File: src/rtl/i2c_byte_tx.sv
// I2C master byte transmitter: shifts one byte MSB-first onto an open-drain bus,
// clocks a ninth ACK bit, samples the slave ACK and honours clock stretching.
//
// state      | meaning
// -----------|---------------------------------------------------------------
// S_IDLE     | waiting for a request while SCL is low
// S_SETUP    | put the next data bit (or release for ACK) on SDA, SCL low
// S_WAIT     | quarter-period delay, then jump to the return state
// S_CLK_UP   | release SCL and wait until the bus really is high (stretch)
// S_CLK_DOWN | sample ACK in the ninth slot, pull SCL low, advance the bit
// S_DONE     | one-cycle completion pulse, bus left with SCL low, SDA free
module i2c_byte_tx #(
  parameter int CLK_FREQ = 25_000_000,
  parameter int I2C_FREQ = 100_000
) (
  input  logic       i_clk,
  input  logic       i_rst,
  input  logic       i_req,
  input  logic [7:0] i_data,
  output logic       o_ready,
  output logic       o_done,
  output logic       o_ack,
  input  logic       i_sda,
  input  logic       i_scl,
  output logic       o_sda_drive,
  output logic       o_scl_drive
);

  localparam int Q  = CLK_FREQ / (4 * I2C_FREQ);
  localparam int TW = $clog2(Q + 1);
  localparam logic [TW-1:0] Q_LD = TW'(Q);

  typedef enum logic [2:0] {
    S_IDLE     = 3'd0,
    S_SETUP    = 3'd1,
    S_WAIT     = 3'd2,
    S_CLK_UP   = 3'd3,
    S_CLK_DOWN = 3'd4,
    S_DONE     = 3'd5
  } state_t;

  state_t          r_state, w_state;
  state_t          r_ret, w_ret;
  logic [7:0]      r_shift, w_shift;
  logic [3:0]      r_bit, w_bit;
  logic [TW-1:0]   r_tmo, w_tmo;
  logic            r_sda, w_sda;
  logic            r_scl, w_scl;
  logic            r_ack, w_ack;
  logic            w_ready;
  logic            w_done;

  assign w_ready     = (r_state == S_IDLE) & ~i_scl;
  assign o_ready     = w_ready;
  assign o_done      = w_done;
  assign o_ack       = r_ack;
  assign o_sda_drive = r_sda;
  assign o_scl_drive = r_scl;

  always_ff @(posedge i_clk or posedge i_rst) begin
    if (i_rst) begin
      r_state <= S_IDLE;
      r_ret   <= S_IDLE;
      r_shift <= 8'h00;
      r_bit   <= 4'd0;
      r_tmo   <= '0;
      r_sda   <= 1'b1;
      r_scl   <= 1'b1;
      r_ack   <= 1'b0;
    end else begin
      r_state <= w_state;
      r_ret   <= w_ret;
      r_shift <= w_shift;
      r_bit   <= w_bit;
      r_tmo   <= w_tmo;
      r_sda   <= w_sda;
      r_scl   <= w_scl;
      r_ack   <= w_ack;
    end
  end

  always_comb begin
    w_state = r_state;
    w_ret   = r_ret;
    w_shift = r_shift;
    w_bit   = r_bit;
    w_tmo   = r_tmo;
    w_sda   = r_sda;
    w_scl   = r_scl;
    w_ack   = r_ack;
    w_done  = 1'b0;
    case (r_state)
      S_IDLE: begin
        if (i_req && w_ready) begin
          w_shift = i_data;
          w_bit   = 4'd0;
          w_ack   = 1'b0;
          w_scl   = 1'b0;
          w_state = S_SETUP;
        end
      end
      S_SETUP: begin
        w_sda   = (r_bit == 4'd8) ? 1'b1 : r_shift[7];
        w_scl   = 1'b0;
        w_tmo   = Q_LD;
        w_ret   = S_CLK_UP;
        w_state = S_WAIT;
      end
      S_WAIT: begin
        if (r_tmo == '0) begin
          w_state = r_ret;
          // SCL must already be released while in CLK_UP, otherwise our own
          // low drive would look like a stretch and add a cycle per bit.
          if (r_ret == S_CLK_UP) w_scl = 1'b1;
        end else begin
          w_tmo = r_tmo - 1'b1;
        end
      end
      S_CLK_UP: begin
        w_scl = 1'b1;
        if (i_scl) begin
          w_tmo   = Q_LD;
          w_ret   = S_CLK_DOWN;
          w_state = S_WAIT;
        end
      end
      S_CLK_DOWN: begin
        if (r_bit == 4'd8) w_ack = ~i_sda;
        w_scl   = 1'b0;
        w_shift = {r_shift[6:0], 1'b0};
        w_bit   = r_bit + 4'd1;
        w_tmo   = Q_LD;
        w_ret   = (r_bit < 4'd8) ? S_SETUP : S_DONE;
        w_state = S_WAIT;
      end
      S_DONE: begin
        w_done  = 1'b1;
        w_sda   = 1'b1;
        w_scl   = 1'b0;
        w_state = S_IDLE;
      end
      default: begin
        w_state = S_IDLE;
      end
    endcase
  end

endmodule

File: config.mk
export PLATFORM = sky130hd
export DESIGN_NAME = i2c_byte_tx
export DESIGN_NICKNAME = d
export VERILOG_FILES = /design/src/rtl/i2c_byte_tx.sv
export SDC_FILE = /design/constraint.sdc
export NUM_CORES = 1
export LEC_CHECK = 0
export BUFFER_PORTS_ARGS = -buffer_cell sky130_fd_sc_hd__buf_2
export CAP_MARGIN = 20
export CELL_PAD_IN_SITES_DETAIL_PLACEMENT = 1
export CELL_PAD_IN_SITES_GLOBAL_PLACEMENT = 2
export CORE_MARGIN = 1
export CORE_UTILIZATION = 35
export DETAILED_ROUTE_END_ITERATION = 8
export HOLD_SLACK_MARGIN = 0.03
export PLACE_DENSITY = 0.73
export REMOVE_ABC_BUFFERS = 1
export SYNTH_ARGS = -nofsm -noshare
export SYNTH_HDL_FRONTEND = slang
export SYNTH_SLANG_ARGS = --single-unit
File: constraint.sdc
create_clock -name i_clk -period 1.8 [get_ports i_clk]
set_clock_uncertainty 0.1 [all_clocks]
set_input_delay 0.18 -clock i_clk [delete_from_list [all_inputs] [get_ports i_clk]]
set_output_delay 0.18 -clock i_clk [all_outputs]
set_load 0.01 [all_outputs]
==> results of run 1 <==
## area by class of cell
type                    instances  area share
multi-input cells             122      0.4502
flip-flops and latches         27      0.3808
repair buffers                 27     0.09116
well taps                      50     0.03506
clock buffers                   3     0.02314
inverters                       8     0.01683
clock inverters                 1    0.002805
## registers in the layout, indices dropped and copies added (netlist names)
| name | count |
|---|---|
| r_tmo | 6 |
| r_ret | 3 |
| o_ack | 1 |
| o_sda_drive | 1 |
| r_bit | 4 |
| r_shift | 8 |
| r_state | 3 |
| o_scl_drive | 1 |
## worst max-delay path, stage by stage, from the launching register on
cell and delay, ps:
dfrtp_1 410, inv_1 110, ha_1 210, nand2b_1 110
nor4_2 150, buf_4 190, a311oi_2 120, a211oi_2 220
## cells by family after synthesis
group | share of synthesized area
AOI/OAI and AO/OA | 0.2429
xor gates and xnor gates | 0.01130
adders and majority gates | 0.03229
buffers and inverters | 0.05165
DFF | 0.4374
and+or+nand+nor | 0.2244
## report_power, final
| part | internal, mW | switching, mW | total (mW) |
|---|---|---|---|
| Combinational | 0.331 | 0.392 | 0.723 |
| Clock | 0.156 | 0.209 | 0.365 |
| Sequential | 0.847 | 0.211 | 1.06 |
## path summary, 6_finish.rpt
kind                            depth (start not counted)  slack, ps                     from                      end
worst max register to register                          7         80     r_tmo[0]$_DFFE_PP0P_   r_state[0]$_DFFE_PP0P_
worst min-delay path                                    3         20                i_data[0]   r_shift[0]$_DFFE_PP0P_
worst min register to register                          2        360  o_scl_drive$_DFFE_PP1P_  o_scl_drive$_DFFE_PP1P_
max in group asynchronous                               4        900                    i_rst  o_sda_drive$_DFFE_PP1P_
worst max-delay path                                    7         80     r_tmo[0]$_DFFE_PP0P_   r_state[0]$_DFFE_PP0P_
min in group asynchronous                               4        390                    i_rst     r_tmo[3]$_DFFE_PP0P_
## synthesized netlist by cell type, types with 2 or more instances
cell type	instances	share of area
a211o_1	2	0.011
o221ai_1	2	0.011
o21ai_0	5	0.016
a21oi_1	11	0.036
inv_1	8	0.019
a32o_1	2	0.013
nand3b_1	2	0.0097
nor3_1	4	0.013
a31oi_1	2	0.0081
buf_4	2	0.0097
nor2b_1	2	0.0081
o31ai_1	2	0.0097
nand2b_1	5	0.020
nand2_1	20	0.048
a21oi_2	12	0.068
nand3_1	2	0.0065
buf_2	4	0.013
nor2_1	18	0.044
nand4_1	2	0.0081
a311oi_1	3	0.017
a211oi_1	3	0.015
dfrtp_1	25	0.40
dfstp_2	2	0.034
o21ai_1	2	0.0065
ha_1	4	0.032
## repair_timing
item / 4_1_cts / 5_1_grt
hold buffers: 1 / 0
pin swaps: 1 / 0
resized for setup: 0 / 3
setup endpoints to repair: 1 / 5
setup buffers: 0 / 1
endpoints found under the hold margin: 25 / 0
## metal layers
layer	vias up	GRT usage	wire, um	part of all wire
li1	630	-	-	-
met1	647	0.2346	1741	0.46
met2	23	0.3235	1916	0.50
met3	7	0.02467	95	0.025
met4	0	0.06250	64	0.017
met5	-	0	0	0
## stage by stage
stage                     setup WS, ps  std cells    util
after floorplan                 -17.31        157       -
after global placement           48.60        232  0.4150
after detailed placement         26.30        232  0.4150
after CTS                        6.772        237  0.4287
after global routing            -11.05        238  0.4336
final                            82.97        238  0.4336
==> reports/metrics.csv, run 1 <==
stage;metric;value;unit
layout;most common cell after layout, fill and taps aside;dfrtp_1;
global_route;pin count of the biggest net entering global routing;28;
drt;wire length per cell;16.04;um
yosys;Post-Synthesis Cells;165;
setup_path;CP arrival;1800;ps
power;leakage;0.7665;nW
drt;Routed Antenna Nets;0;
min_path;HP Class;in -> reg;
timing;final hold violations;0;
setup_path;CP endpoint kind;flip-flop;
yosys;syn_area_per_cell;9.395;um^2
floorplan;row cnt;23;
power;IR drop worst, VDD;0.0003967;V
power;Pwr Density;1202;nW/um^2
drt;Via density;5.492;
floorplan;io pins;18;
layout;share of cells above drive strength 1;0.2926;
timing;worst-margin pin slew;415.5;ps
drt;Routed Wire Length;3817;um
layout;area grow syn2layout;15.09;%
run;max-cap viol count;0;
yosys;Async SR Flop Fraction;1.000;
power;Total Power;2.145;mW
global_route;vias in the first global route;1346;
clock_network;CTS clk-pin slew, worst paths;100;ps
floorplan;core area;4115;um^2
setup_path;Worst Path Max Fanout;6;
timing;Post-Route Setup TNS;0;ps
floorplan;Initial Util;0.3767;
clock_network;number of buffers created by CTS;3;
yosys;Yosys warning count;0;
layout;area of the multi-input gates;803.3;um^2
layout;Antenna Cells;0;
layout;cell area after layout;1784;um^2
floorplan;die area;4699;um^2
timing;max-slew violations;0;
clock_network;worst-skew pair later-pin latency;280;ps
drt;Residual DRC;0;
timing;fin crit period;1717;ps
clock_network;TritonCTS clock tree;yes;
clock_network;CTS sink cnt;27;
floorplan;die width;68.55;um
timing;Slew HR;0.7230;
drt;First DRT Iteration DRCs;43;
placement;final RePlAce weighted congestion;0.8392;
yosys;Synth cell types;44;
global_route;first-pass GRT wire length;6382;um
setup_path;Worst EP required;1880;ps
layout;register area;679.4;um^2
global_route;global route overflow;0;
setup_path;crit path launch type;flip-flop;
floorplan;Die Y-Extent;68.55;um
timing;period utilization;0.9539;
placement;Post-DP HPWL;2769;um
layout;most frequent cells in the layout;dfrtp_1, nand2_1, nor2_1;
yosys;EDFF count, synth;0;
yosys;Synth Flop Type;dfrtp_1;
drt;DRT Pass-1 Iters;4;
clock_network;Max clock buf depth;2;
global_route;gr usage total;0.1858;
global_route;initial antenna violation count;0;
yosys;sequential share of the synthesized area;0.4374;
yosys;#FFs+latches synth;27;
timing;Max Clk Rate;0.5824;GHz
layout;fillers;478;
placement;Buffers on Ports;17;
status;outcome;finished clean;
layout;final net count;206;
placement;Placed Area;1708;um^2
clock_network;CTS Root Buffer Type;clkbuf_8;
yosys;Syn Std Cell Area;1550;um^2
drt;DR vias;1307;
timing;Setup Viol. Count Final;0;
clock_network;H-tree levels;1;
timing;WHS;22.41;ps
setup_path;WS Path Type;reg -> reg;
(Power assumes the default switching activity.)
==> inputs of run 2 (changes only) <==
--- a/config.mk
+++ b/config.mk
@@ -10,11 +10,10 @@
 export CELL_PAD_IN_SITES_DETAIL_PLACEMENT = 1
 export CELL_PAD_IN_SITES_GLOBAL_PLACEMENT = 2
 export CORE_MARGIN = 1
-export CORE_UTILIZATION = 35
+export CORE_UTILIZATION = 32
 export DETAILED_ROUTE_END_ITERATION = 8
 export HOLD_SLACK_MARGIN = 0.03
-export PLACE_DENSITY = 0.73
-export REMOVE_ABC_BUFFERS = 1
+export PLACE_DENSITY = 0.7
 export SYNTH_ARGS = -nofsm -noshare
 export SYNTH_HDL_FRONTEND = slang
 export SYNTH_SLANG_ARGS = --single-unit
==> constraint.sdc (replaced) <==
create_clock -name i_clk -period 1.4 [get_ports i_clk]
set_clock_uncertainty 0.1 [all_clocks]
set_input_delay 0.14 -clock i_clk [delete_from_list [all_inputs] [get_ports i_clk]]
set_output_delay 0.14 -clock i_clk [all_outputs]
set_load 0.01 [all_outputs]
==> run 2 against run 1 <==
Compared with the run above: the run now ends with negative setup slack left; total power increased by 72%; clock power rose by 31%; cell area increased by 35%; non-clock buffer count grew 46; die area up 9.1%; register-to-register slack lost 340 ps; critical path type unchanged; critical endpoint is now r_tmo[1]$_DFFE_PP0P_.
==> reports/metrics.csv, run 2 (synthesis results as in run 1) <==
stage;metric;value;unit;change
drt;Routed Wire Length;4974;um;was 3817 um
timing;period utilization;1.186;;was 0.9539
setup_path;Worst Path Max Fanout;4;;was 6
floorplan;Initial Util;0.3442;;was 0.3767
layout;Largest regs;r_shift: 8 flops, r_tmo: 6 flops, r_bit: 4 flops;;unchanged
floorplan;core area;4504;um^2;was 4115 um^2
layout;Antenna Cells;0;;unchanged
layout;share of cells above drive strength 1;0.5660;;was 0.2926
placement;final RePlAce weighted congestion;0.8299;;was 0.8392
clock_network;H-tree levels;1;;unchanged
timing;Max Clk Rate;0.6024;GHz;was 0.5824 GHz
timing;worst-margin pin slew;370.4;ps;was 415.5 ps
run;max-cap viol count;0;;unchanged
timing;Slew HR;0.7531;;was 0.7230
placement;Post-DP HPWL;3309;um;was 2769 um
floorplan;die area;5127;um^2;was 4699 um^2
timing;worst setup margin;-260.0;ps;was 82.97 ps
timing;Post-Route Setup TNS;-3176;ps;was 0 ps
timing;RSZ-0062 raised after global routing;true;;
timing;final hold violations;0;;unchanged
drt;Via density;5.390;;was 5.492
floorplan;io pins;18;;unchanged
clock_network;worst-skew pair later-pin latency;280;ps;about the same
timing;max-slew violations;0;;unchanged
floorplan;row cnt;24;;was 23
timing;Setup Viol. Count Final;26;;was 0
floorplan;die width;71.60;um;was 68.55 um
power;IR drop worst, VDD;0.0007261;V;was 0.0003967 V
status;failing checks;negative setup slack;;
layout;most common cell after layout, fill and taps aside;buf_4;;was dfrtp_1
global_route;pin count of the biggest net entering global routing;28;;unchanged
drt;DRT Pass-1 Iters;4;;unchanged
clock_network;CTS clk-pin slew, worst paths;100;ps;about the same
power;Pwr Density;1527;nW/um^2;was 1202 nW/um^2
setup_path;WS Path Type;reg -> reg;;unchanged
layout;max reg flops;8;;unchanged
layout;Non-Filler Instances;287;;was 238
timing;WHS;43.99;ps;was 22.41 ps
placement;Buffers on Ports;17;;unchanged
layout;final net count;253;;was 206
clock_network;CTS Root Buffer Type;clkbuf_8;;unchanged
layout;Top reg by flops;r_shift;;unchanged
global_route;first-pass GRT wire length;7914;um;was 6382 um
global_route;gr usage total;0.1992;;was 0.1858
floorplan;Die Y-Extent;71.60;um;was 68.55 um
setup_path;Worst EP required;1460;ps;was 1880 ps
min_path;HP Class;in -> reg;;unchanged
yosys;Net Count, Synth;182;;
setup_path;crit path launch type;flip-flop;;unchanged
status;outcome;complete, but fails checks;;was finished clean
power;leakage;1.061;nW;was 0.7665 nW
placement;placed instance count;261;;was 232
clock_network;CTS sink cnt;27;;unchanged
global_route;initial antenna violation count;0;;unchanged
drt;First DRT Iteration DRCs;110;;was 43
clock_network;number of buffers created by CTS;3;;unchanged
drt;DR vias;1547;;was 1307
drt;Residual DRC;0;;unchanged
setup_path;CP arrival;1720;ps;was 1800 ps
layout;area grow syn2layout;55.69;%;was 15.09%
global_route;global route overflow;0;;unchanged
drt;wire length per cell;17.33;um;was 16.04 um
layout;most frequent cells in the layout;buf_4, dfrtp_1, buf_2;;was dfrtp_1, nand2_1, nor2_1
clock_network;Max clock buf depth;2;;unchanged
global_route;vias in the first global route;1612;;was 1346
drt;Routed Antenna Nets;0;;unchanged
setup_path;CP endpoint kind;flip-flop;;unchanged
timing;fin crit period;1660;ps;was 1717 ps
clock_network;TritonCTS clock tree;yes;;unchanged
## run 2: changes by cell type in the layout (fill, tap and decap cells not counted), moves of 3 or more
cell,previous run,this run
buf_4,9,39
buf_6,0,14
nand2_1,20,12
nand2_4,0,8
nor2_1,18,11
nor2_2,0,6
inv_1,8,5
## run 2: timing repair
action	4_1_cts	5_1_grt
hold endpoints to repair	26	0
resized for setup	32	18
setup buffers	7	12
hold buffers	2	0
pin swaps	26	13
endpoints found under the setup margin	27	27
gates cloned	1	0
## run 2: metal layers
metal  vias to the layer above  wire, um  track usage
met5                         -         0            0
met1                       777      2014       0.2384
met4                         0        76      0.05229
met3                         8       117      0.02110
li1                        728         -            -
met2                        34      2765       0.3774
## run 2: area by class of cell
type	count	area, um^2
tap	52	65.06
fill	526	2091
clock buffer	3	41.29
multi-input combinational	123	994.7
timing repair buffer	73	590.6
sequential	27	681.9
clock inverter	1	7.507
inverter	8	32.53
## run 2: path summary, 6_finish.rpt
kind | from | end | slack, ps | cells after the start
setup / recovery | r_tmo[0]$_DFFE_PP0P_ | r_tmo[1]$_DFFE_PP0P_ | -260 | 7
hold / removal | i_data[2] | r_shift[2]$_DFFE_PP0P_ | 40 | 3
setup reg to reg | r_tmo[0]$_DFFE_PP0P_ | r_tmo[1]$_DFFE_PP0P_ | -260 | 7
hold reg to reg | o_scl_drive$_DFFE_PP1P_ | o_scl_drive$_DFFE_PP1P_ | 370 | 2
max in group asynchronous | i_rst | o_scl_drive$_DFFE_PP1P_ | 520 | 4
min in group asynchronous | i_rst | o_ack$_DFFE_PP0P_ | 370 | 4
## run 2: metrics by stage
| stage | util | total power [mW] | setup slack [ps] | area [um^2] |
|---|---|---|---|---|
| 2_1_floorplan | - | 2.136 | -113.3 | 1623 |
| 3_3_place_gp | 0.4428 | 2.653 | -163.2 | 1994 |
| 3_5_place_dp | 0.4428 | 2.768 | -251.3 | 1994 |
| 4_1_cts | 0.4992 | 3.523 | -217.7 | 2248 |
| 5_1_grt | 0.5358 | 3.941 | -371.9 | 2414 |
| 6_report | 0.5358 | 3.686 | -260.0 | 2414 |
## run 2: power breakdown
part           internal [mW]  total (mW)  switching, mW
registers               1.09        1.42          0.326
clock network          0.203       0.479          0.277
logic                  0.974        1.79          0.814
total                   2.27        3.69           1.42
## run 2: critical path: stages (launching register included)
cell	delay [ps]
dfrtp_1	410
inv_2	90
ha_4	150
buf_6	90
nand3b_1	190
buf_4	210
a211oi_2	210
a21oi_1	80
